**src/rtl/ao_exp_arb_if.sv**
```systemverilog
`default_nettype none
// ============================================================================
// ao_exp_arb_if : requester/expander bundle for the AND-OR expander arbiter
// Rev 1.0 - initial release
// ============================================================================
interface ao_exp_arb_if;
  logic [3:0]  req;
  logic [35:0] ops;
  logic [3:0]  gnt;
  logic [3:0]  done;
  logic        res;
  logic        busy;
  logic [8:0]  exp_in;
  logic        exp_y;

  modport slave (
    input  req, ops, exp_y,
    output gnt, done, res, busy, exp_in
  );

  modport master (
    output req, ops, exp_y,
    input  gnt, done, res, busy, exp_in
  );
endinterface
`default_nettype wire

```
**src/rtl/ao_exp_arb.sv**
```systemverilog
`default_nettype none
// ============================================================================
// ao_exp_arb : 4-way arbiter sharing one AND-OR expander (IDLE/SETTLE/DONE).
// Define AO_EXP_ARB_FIXED_PRIO_EN for fixed priority instead of round-robin.
// Rev 1.0 - initial release
// ============================================================================
module ao_exp_arb #(
  parameter int SETTLE_CYC = 1
) (
  input  logic         clk,
  input  logic         rst,
  ao_exp_arb_if.slave  bus
);

  typedef enum logic [1:0] {
    IDLE   = 2'd0,
    SETTLE = 2'd1,
    DONE   = 2'd2
  } state_t;

  state_t      state_q, state_d;
  logic [3:0]  cnt_q, cnt_d;
  logic [3:0]  gnt_q, gnt_d;
  logic [3:0]  done_q, done_d;
  logic        res_q, res_d;
  logic        busy_q, busy_d;
  logic [8:0]  exp_in_q, exp_in_d;
  logic [1:0]  win;
  logic [8:0]  win_ops;

`ifdef AO_EXP_ARB_FIXED_PRIO_EN
  always_comb begin
    win = 2'd0;
    for (int i = 3; i >= 0; i--) begin
      if (bus.req[i]) win = 2'(i);
    end
  end
`else
  logic [1:0] last_q, last_d;
  logic [1:0] cand;
  logic       found;

  // Search begins one past the previous winner; i==4 wraps back to it.
  always_comb begin
    win   = 2'd0;
    cand  = 2'd0;
    found = 1'b0;
    for (int i = 1; i <= 4; i++) begin
      cand = last_q + i[1:0];
      if (!found && bus.req[cand]) begin
        win   = cand;
        found = 1'b1;
      end
    end
  end
`endif

  always_comb begin
    case (win)
      2'd0:    win_ops = bus.ops[8:0];
      2'd1:    win_ops = bus.ops[17:9];
      2'd2:    win_ops = bus.ops[26:18];
      default: win_ops = bus.ops[35:27];
    endcase
  end

  always_comb begin
    state_d  = state_q;
    cnt_d    = cnt_q;
    gnt_d    = gnt_q;
    done_d   = done_q;
    res_d    = res_q;
    exp_in_d = exp_in_q;
`ifndef AO_EXP_ARB_FIXED_PRIO_EN
    last_d   = last_q;
`endif
    case (state_q)
      IDLE: begin
        if (|bus.req) begin
          gnt_d    = 4'b0001 << win;
          exp_in_d = win_ops;
          cnt_d    = 4'(SETTLE_CYC);
          state_d  = SETTLE;
`ifndef AO_EXP_ARB_FIXED_PRIO_EN
          last_d   = win;
`endif
        end
      end
      SETTLE: begin
        cnt_d = cnt_q - 4'd1;
        // Last settle edge: expander output has had SETTLE_CYC cycles to resolve.
        if (cnt_q == 4'd1) begin
          res_d   = bus.exp_y;
          done_d  = gnt_q;
          gnt_d   = 4'b0000;
          state_d = DONE;
        end
      end
      DONE: begin
        done_d  = 4'b0000;
        state_d = IDLE;
      end
      default: begin
        state_d = IDLE;
      end
    endcase
    busy_d = (state_d != IDLE);
  end

  always_ff @(posedge clk) begin
    if (rst) begin
      state_q  <= IDLE;
      cnt_q    <= 4'd0;
      gnt_q    <= 4'b0000;
      done_q   <= 4'b0000;
      res_q    <= 1'b0;
      busy_q   <= 1'b0;
      exp_in_q <= 9'd0;
`ifndef AO_EXP_ARB_FIXED_PRIO_EN
      last_q   <= 2'd3;
`endif
    end else begin
      state_q  <= state_d;
      cnt_q    <= cnt_d;
      gnt_q    <= gnt_d;
      done_q   <= done_d;
      res_q    <= res_d;
      busy_q   <= busy_d;
      exp_in_q <= exp_in_d;
`ifndef AO_EXP_ARB_FIXED_PRIO_EN
      last_q   <= last_d;
`endif
    end
  end

  assign bus.gnt    = gnt_q;
  assign bus.done   = done_q;
  assign bus.res    = res_q;
  assign bus.busy   = busy_q;
  assign bus.exp_in = exp_in_q;

endmodule
`default_nettype wire
```
**src/flat_wrapper.sv**
```systemverilog
// flat-port wrapper written by rule: the top's interface ports become plain ports
module ao_exp_arb_flat 
#(
  parameter int SETTLE_CYC = 1
)
  (clk, rst, bus_req, bus_ops, bus_exp_y, bus_gnt, bus_done, bus_res, bus_busy, bus_exp_in);
  ao_exp_arb_if bus_i ();
  input  logic clk;
  input  logic rst;
  input wire logic [$bits(bus_i.req)-1:0] bus_req;
  input wire logic [$bits(bus_i.ops)-1:0] bus_ops;
  input wire logic [$bits(bus_i.exp_y)-1:0] bus_exp_y;
  output wire logic [$bits(bus_i.gnt)-1:0] bus_gnt;
  output wire logic [$bits(bus_i.done)-1:0] bus_done;
  output wire logic [$bits(bus_i.res)-1:0] bus_res;
  output wire logic [$bits(bus_i.busy)-1:0] bus_busy;
  output wire logic [$bits(bus_i.exp_in)-1:0] bus_exp_in;
  assign bus_i.req = bus_req;
  assign bus_i.ops = bus_ops;
  assign bus_i.exp_y = bus_exp_y;
  assign bus_gnt = bus_i.gnt;
  assign bus_done = bus_i.done;
  assign bus_res = bus_i.res;
  assign bus_busy = bus_i.busy;
  assign bus_exp_in = bus_i.exp_in;
  ao_exp_arb #(.SETTLE_CYC(SETTLE_CYC)) u_core (.clk(clk), .rst(rst), .bus(bus_i));
endmodule
```
**config.mk**
```make
export PLATFORM = sky130hd
export DESIGN_NAME = ao_exp_arb_flat
export DESIGN_NICKNAME = d
export VERILOG_FILES = /design/src/rtl/ao_exp_arb_if.sv /design/src/rtl/ao_exp_arb.sv /design/src/flat_wrapper.sv
export SDC_FILE = /design/constraint.sdc
export NUM_CORES = 1
export LEC_CHECK = 0
export BUFFER_PORTS_ARGS = -buffer_cell sky130_fd_sc_hd__buf_2
export CAP_MARGIN = 20
export CORE_MARGIN = 3
export CORE_UTILIZATION = 50
export CTS_CLUSTER_DIAMETER = 200
export DETAILED_ROUTE_END_ITERATION = 12
export GPL_TIMING_DRIVEN = 0
export PLACE_DENSITY_LB_ADDON = 0.05
export SYNTH_ARGS = -nofsm -noshare
export SYNTH_HDL_FRONTEND = slang
export SYNTH_SLANG_ARGS = --single-unit
```
**constraint.sdc**
```tcl
create_clock -name clk -period 3.2 [get_ports clk]
set_input_delay 0.48 -clock clk [delete_from_list [all_inputs] [get_ports clk]]
set_output_delay 0.48 -clock clk [all_outputs]
set_load 0.005 [all_outputs]
```
Word-level counts from Yosys, hierarchy flattened
Index checks and enable logic that the tools add are counted.
- word-level logic and storage cells: 67
- bits in registers: 27
- reductions and logical operators: 17
- shift operators: 1
- muxes and demuxes: 26
- order comparisons: 4
- add/subtract/negate cells: 4
- eq/ne operators: 7
- operators with widths (cell ; count):
    case mux 9 bit (3 select lines) ; 1
    case mux 4 bit (2 select lines) ; 3
    two-way mux 4 bit ; 4
    < comparator 2 x 3 -> 1 bit (second input constant) ; 4
    two-way mux 2 bit ; 6
    binary-select mux 1 bit (select 2 bit) ; 4
    AND reduction 2 bit ; 4
    two-way mux 1 bit ; 7
    nonzero test 2 bit ; 3
    adder 2 bit (second input constant) ; 2
    == test 2 x 1 -> 1 bit (second input constant) ; 2
    == test 2 bit (second input constant) ; 2
    == test 4 x 1 -> 1 bit (second input constant) ; 1
    logical NOT 2 bit ; 2
    inequality test 2 x 1 -> 1 bit (second input constant) ; 2
    case mux 2 bit (2 select lines) ; 1
    OR reduction 4 bit ; 1
    << shifter 1 x 2 -> 4 bit (first input constant) ; 1
    subtractor 4 x 1 -> 4 bit (second input constant) ; 1
    logical AND 1 bit ; 3
    logical NOT 1 bit ; 3
    AND reduction 3 bit ; 1
    adder 2 x 1 -> 2 bit (second input constant) ; 1

Depth between registers and ports, before layout
- depth after elaboration: 16
- mapped depth: 7
- gate-level depth less buffers: 6

Worst setup path after synthesis
OpenSTA, ideal clock, no wires.
- path type: input-to-reg
- from: input port bus_req[1]
- to: register u_core.exp_in_q[6] (netlist: u_core.bus.exp_in[6])
- stages: 6
- setup slack: 1543 ps
- data required time: 3065 ps
- arrival: 1522 ps
- path through: or2b_4 a21oi_2 a211oi_4 buf_6 mux2i_1 o221ai_1
- word-level cells in the longest chain between the ends: 14
- elaborated cells between the ends (all ways): 27
- those cells by class: eq/ne: 2; mux: 16; reduce/logical: 9
- RTL lines (element ; line ; RTL):
    from (decl) ; flat_wrapper.sv:10 ; input wire logic [$bits(bus_i.req)-1:0] bus_req;
    binary-select mux 1 bit (select 2 bit) ; ao_exp_arb.sv:50 ; if (!found && bus.req[cand]) begin
    two-way mux 1 bit (not written as such) ; ao_exp_arb.sv:50 ;
    two-way mux 1 bit ; ao_exp_arb.sv:50 ;
    logical NOT 1 bit ; ao_exp_arb.sv:50 ;
    logical AND 1 bit ; ao_exp_arb.sv:50 ;
    two-way mux 1 bit ; ao_exp_arb.sv:50 ;
    logical NOT 1 bit ; ao_exp_arb.sv:50 ;
    logical AND 1 bit ; ao_exp_arb.sv:50 ;
    two-way mux 1 bit ; ao_exp_arb.sv:50 ;
    logical NOT 1 bit ; ao_exp_arb.sv:50 ;
    logical AND 1 bit ; ao_exp_arb.sv:50 ;
    two-way mux 2 bit ; ao_exp_arb.sv:50 ;
    == test 2 bit, or another cell as far along ; ao_exp_arb.sv:59 ; case (win)
    case mux 9 bit (3 select lines) ; ao_exp_arb.sv:59 ;
    to (signal assigned) ; ao_exp_arb.sv:129 ; exp_in_q <= exp_in_d;
    to (decl) ; ao_exp_arb.sv:27 ; logic [8:0] exp_in_q, exp_in_d;
Several ways; a longest one is shown, not always the timed one. The select of a mux whose other input is x is not followed.
A chain may end at the register's enable or synchronous reset.

Final worst setup path
- from: register u_core.last_q[1]
- to: register u_core.exp_in_q[2] (netlist: u_core.bus.exp_in[2])
- word-level cells in the longest chain between the ends: 15
- elaborated cells between the ends (all ways): 28
- those cells by class: add/sub: 3; eq/ne: 2; mux: 16; reduce/logical: 7
- RTL lines (element ; line ; RTL):
    from (decl) ; ao_exp_arb.sv:39 ; logic [1:0] last_q, last_d;
    from (signal assigned) ; ao_exp_arb.sv:131 ; last_q <= last_d;
    adder 2 x 1 -> 2 bit ; ao_exp_arb.sv:49 ; cand = last_q + i[1:0];
    binary-select mux 1 bit (select 2 bit) ; ao_exp_arb.sv:50 ;
    two-way mux 1 bit (not written as such) ; ao_exp_arb.sv:50 ;
    two-way mux 1 bit ; ao_exp_arb.sv:50 ;
    logical NOT 1 bit ; ao_exp_arb.sv:50 ;
    logical AND 1 bit ; ao_exp_arb.sv:50 ;
    two-way mux 1 bit ; ao_exp_arb.sv:50 ;
    logical NOT 1 bit ; ao_exp_arb.sv:50 ;
    logical AND 1 bit ; ao_exp_arb.sv:50 ;
    two-way mux 1 bit ; ao_exp_arb.sv:50 ;
    logical NOT 1 bit ; ao_exp_arb.sv:50 ;
    logical AND 1 bit ; ao_exp_arb.sv:50 ;
    two-way mux 2 bit (*) ; ao_exp_arb.sv:50 ;
    == test 2 bit, or another cell as far along ; ao_exp_arb.sv:59 ;
    case mux 9 bit (3 select lines) (*) ; ao_exp_arb.sv:59 ;
Every way passes the cells marked *; elsewhere a longest branch is shown, timed or not. The select of a mux whose other input is x is not followed.

==> results.py <==
metrics = {
    "outcome": {
        "outcome": "completed",
    },
    "yosys": {
        "yosysSeqAreaShare": 0.395,
        "yosysWarnings": 0,
        "synth_cells": 150,
        "syn_avg_cell_area_um2": 9.12,
        "ys_types": 29,
        "syn_nets": 195,
        "syn_area_um2": 1370,
        "yosys_register_bits": 27,
    },
    "worst_setup_path": {
        "r2r_start": "u_core.last_q[1]",
        "crit_path_start_kind": "flop",
        "rr_endpoint": "u_core.bus.exp_in[2]",
        "worstPathRequired_ns": 3.44,
        "reg2reg_setup_slack_ns": 1.54,
        "cp.arrival_ns": 1.90,
        "crit_end": "u_core.bus.exp_in[2]",
        "worstSetupEndpointType": "flop",
        "reg2reg_depth": 4,
        "cp_max_fo": 9,
        "criticalPathCategory": "reg2reg",
        "worstSetupStartpoint": "u_core.last_q[1]",
    },
    "layout": {
        "syn_to_final_growth_pct": 26.7,
        "layout_common_cells": "buf_2 (61), dfxtp_1 (27), nor2_1 (19), mux2i_1 (18), a21oi_1 (11)",
        "utilization": 0.681,
        "drive_gt1_frac": 0.336,
        "n_antenna_cell": 0,
        "stdcell_count": 244,
        "layout_commonest_cell": "buf_2",
        "nets": 260,
    },
    "sta": {
        "finalCritPeriodShare": 0.519,
        "max_slew_margin": 0.562,
        "hold_viol_final": 0,
        "post-route-min-period_ns": 1.66,
        "timing.setup.tns_ns": 0,
        "finalSetupViolations": 0,
        "worst_slack_ns": 1.54,
        "drv_slew": 0,
        "tightest_slew_ns": 0.653,
        "fmax_mhz": 602,
        "grt_setup_unrepaired": "false",
        "clock_skew_ns": 0.00793,
    },
    "route": {
        "drt_iter0_markers": 30,
        "wl_per_cell_um": 13.2,
        "routed_wl_um": 3230,
        "drc_errors": 0,
        "num_vias": 1335,
        "drt_pass1_iterations": 4,
        "ant_nets": 0,
        "drt-vias-per-instance": 5.47,
    },
    "power": {
        "p_leak_nw": 0.844,
        "power_density_nw_per_um2": 485,
        "ir_drop_uv": 282,
    },
    "grt": {
        "antenna_found_initial": 0,
        "grt_max_degree": 16,
        "grtUsageTotal": 0.200,
        "grt_overflow_total": 0,
        "grt_pass1_vias": 1291,
        "grt_first_pass_wirelength_um": 5400,
    },
    "clock_tree": {
        "clk_pin_slew_ns": 0.15,
        "cts_tree": "yes",
        "htreeDepth": 1,
        "post_cts_buffers": 0,
        "cts-root-buf": "clkbuf_4",
        "clock_latency_ns": 0.31,
        "cts-buffers-inserted": 3,
        "cts_sinks": 27,
        "cts_resized": 0,
        "postCtsHoldBufs": 0,
        "clockBufferDepth": 2,
    },
    "placement": {
        "dpl.cell_count": 240,
        "io_buffer_count": 60,
        "gp_congestion": 0.843,
        "dp_hpwl_um": 2550,
        "place_ws_ns": 1.27,
    },
    "die": {
        "core_area_um2": 2540,
        "std_cell_rows": 18,
        "dieWidth_um": 58.3,
        "die_area_um2": 3400,
        "die_h_um": 58.3,
        "io-pin-count": 62,
        "start_util": 0.537,
    },
    "min_path": {
        "hold_depth": 3,
        "hp-class": "in2reg",
    },
    "run": {
        "max_cap_viol_count": 0,
    },
}
==> sequential cells by signal (all words and copies together) (netlist names) <==
signal             flops
u_core.bus.done        4
u_core.bus.exp_in      9
u_core.bus.gnt         4
u_core.last_q          2
u_core.bus.busy        1
u_core.bus.res         1
u_core.cnt_q           4
u_core.state_q         2
==> metrics by stage <==
stage               hold slack, ns  total power [W]  area (µm²)
floorplan                    0.453         0.000605        1370
global placement             0.440         0.000693        1710
detailed placement           0.452         0.000704        1710
CTS                          0.395         0.000845        1730
global route                 0.390         0.000900        1730
finish                       0.391         0.000840        1730
==> cells in the mapped netlist (all sizes together) <==
| master | number | area share |
|---|---|---|
| ha | 2 | 0.018 |
| and3 | 1 | 0.0046 |
| nor2b | 1 | 0.0046 |
| a211oi | 5 | 0.037 |
| buf | 4 | 0.028 |
| nor2 | 19 | 0.052 |
| nand3 | 5 | 0.018 |
| mux2i | 18 | 0.13 |
| nand2b | 3 | 0.014 |
| or2b | 1 | 0.0082 |
| a211o | 4 | 0.026 |
| dfxtp | 27 | 0.40 |
| o22ai | 1 | 0.0046 |
| inv | 5 | 0.014 |
| nand2 | 10 | 0.027 |
| nand3b | 10 | 0.055 |
| a21oi | 12 | 0.047 |
| or3 | 2 | 0.0091 |
| a32oi | 2 | 0.013 |
| dlygate4sd1 | 1 | 0.0064 |
| a31oi | 1 | 0.0046 |
| o221ai | 9 | 0.058 |
| clkbuf | 2 | 0.0064 |
| o21ai | 2 | 0.0073 |
| nor3 | 3 | 0.011 |
==> cell type report <==
cell class / count / area (µm²)
Inverter: 5 / 18.8
Fill cell: 217 / 812
Clock inverter: 1 / 5.00
Buffer: 7 / 56.3
Multi-Input combinational cell: 111 / 752
Sequential cell: 27 / 541
Timing Repair Buffer: 60 / 300
Tap cell: 30 / 37.5
Clock buffer: 3 / 22.5
==> logic make-up after synthesis <==
kind of cell	count (synthesis)	share of synthesized area
AOI/OAI and AO/OA	36	0.196
adders and majority gates	2	0.0183
buffers and inverters	12	0.0549
DFF	27	0.395
muxes	18	0.132
and+or+nand+nor	55	0.204
==> critical path, stage by stage (launching register included) <==
cell and delay, ns:
dfxtp_1 0.52, nor2_1 0.11, a211oi_1 0.37, nand2_1 0.31, o221ai_1 0.28
==> metal layers <==
layer	part of all wire	global-route usage	vias to the layer above
met5	0	0	-
met4	0.0047	0.0497	0
met3	0.064	0.0307	2
met2	0.51	0.378	47
met1	0.42	0.233	606
li1	-	-	680
==> worst min-delay path by stage <==
stage / endpoint / slack, ns / from
6_report: u_core.bus.res / 0.39 / bus_exp_y
5_1_grt: u_core.bus.res / 0.39 / bus_exp_y
4_1_cts: u_core.bus.res / 0.39 / bus_exp_y
3_5_place_dp: u_core.bus.res / 0.45 / u_core.bus.res
3_3_place_gp: u_core.bus.res / 0.44 / u_core.bus.res
2_1_floorplan: u_core.bus.res / 0.45 / u_core.bus.res
==> where the power goes <==
group | switching (W) | internal [W] | leakage (nW)
Clock | 0.0000980 | 0.0000467 | 0.0177
Combinational | 0.000146 | 0.000137 | 0.604
Sequential | 0.0000319 | 0.000381 | 0.222
Total | 0.000275 | 0.000565 | 0.844
Note: power is estimated with default switching activity, not from simulation.
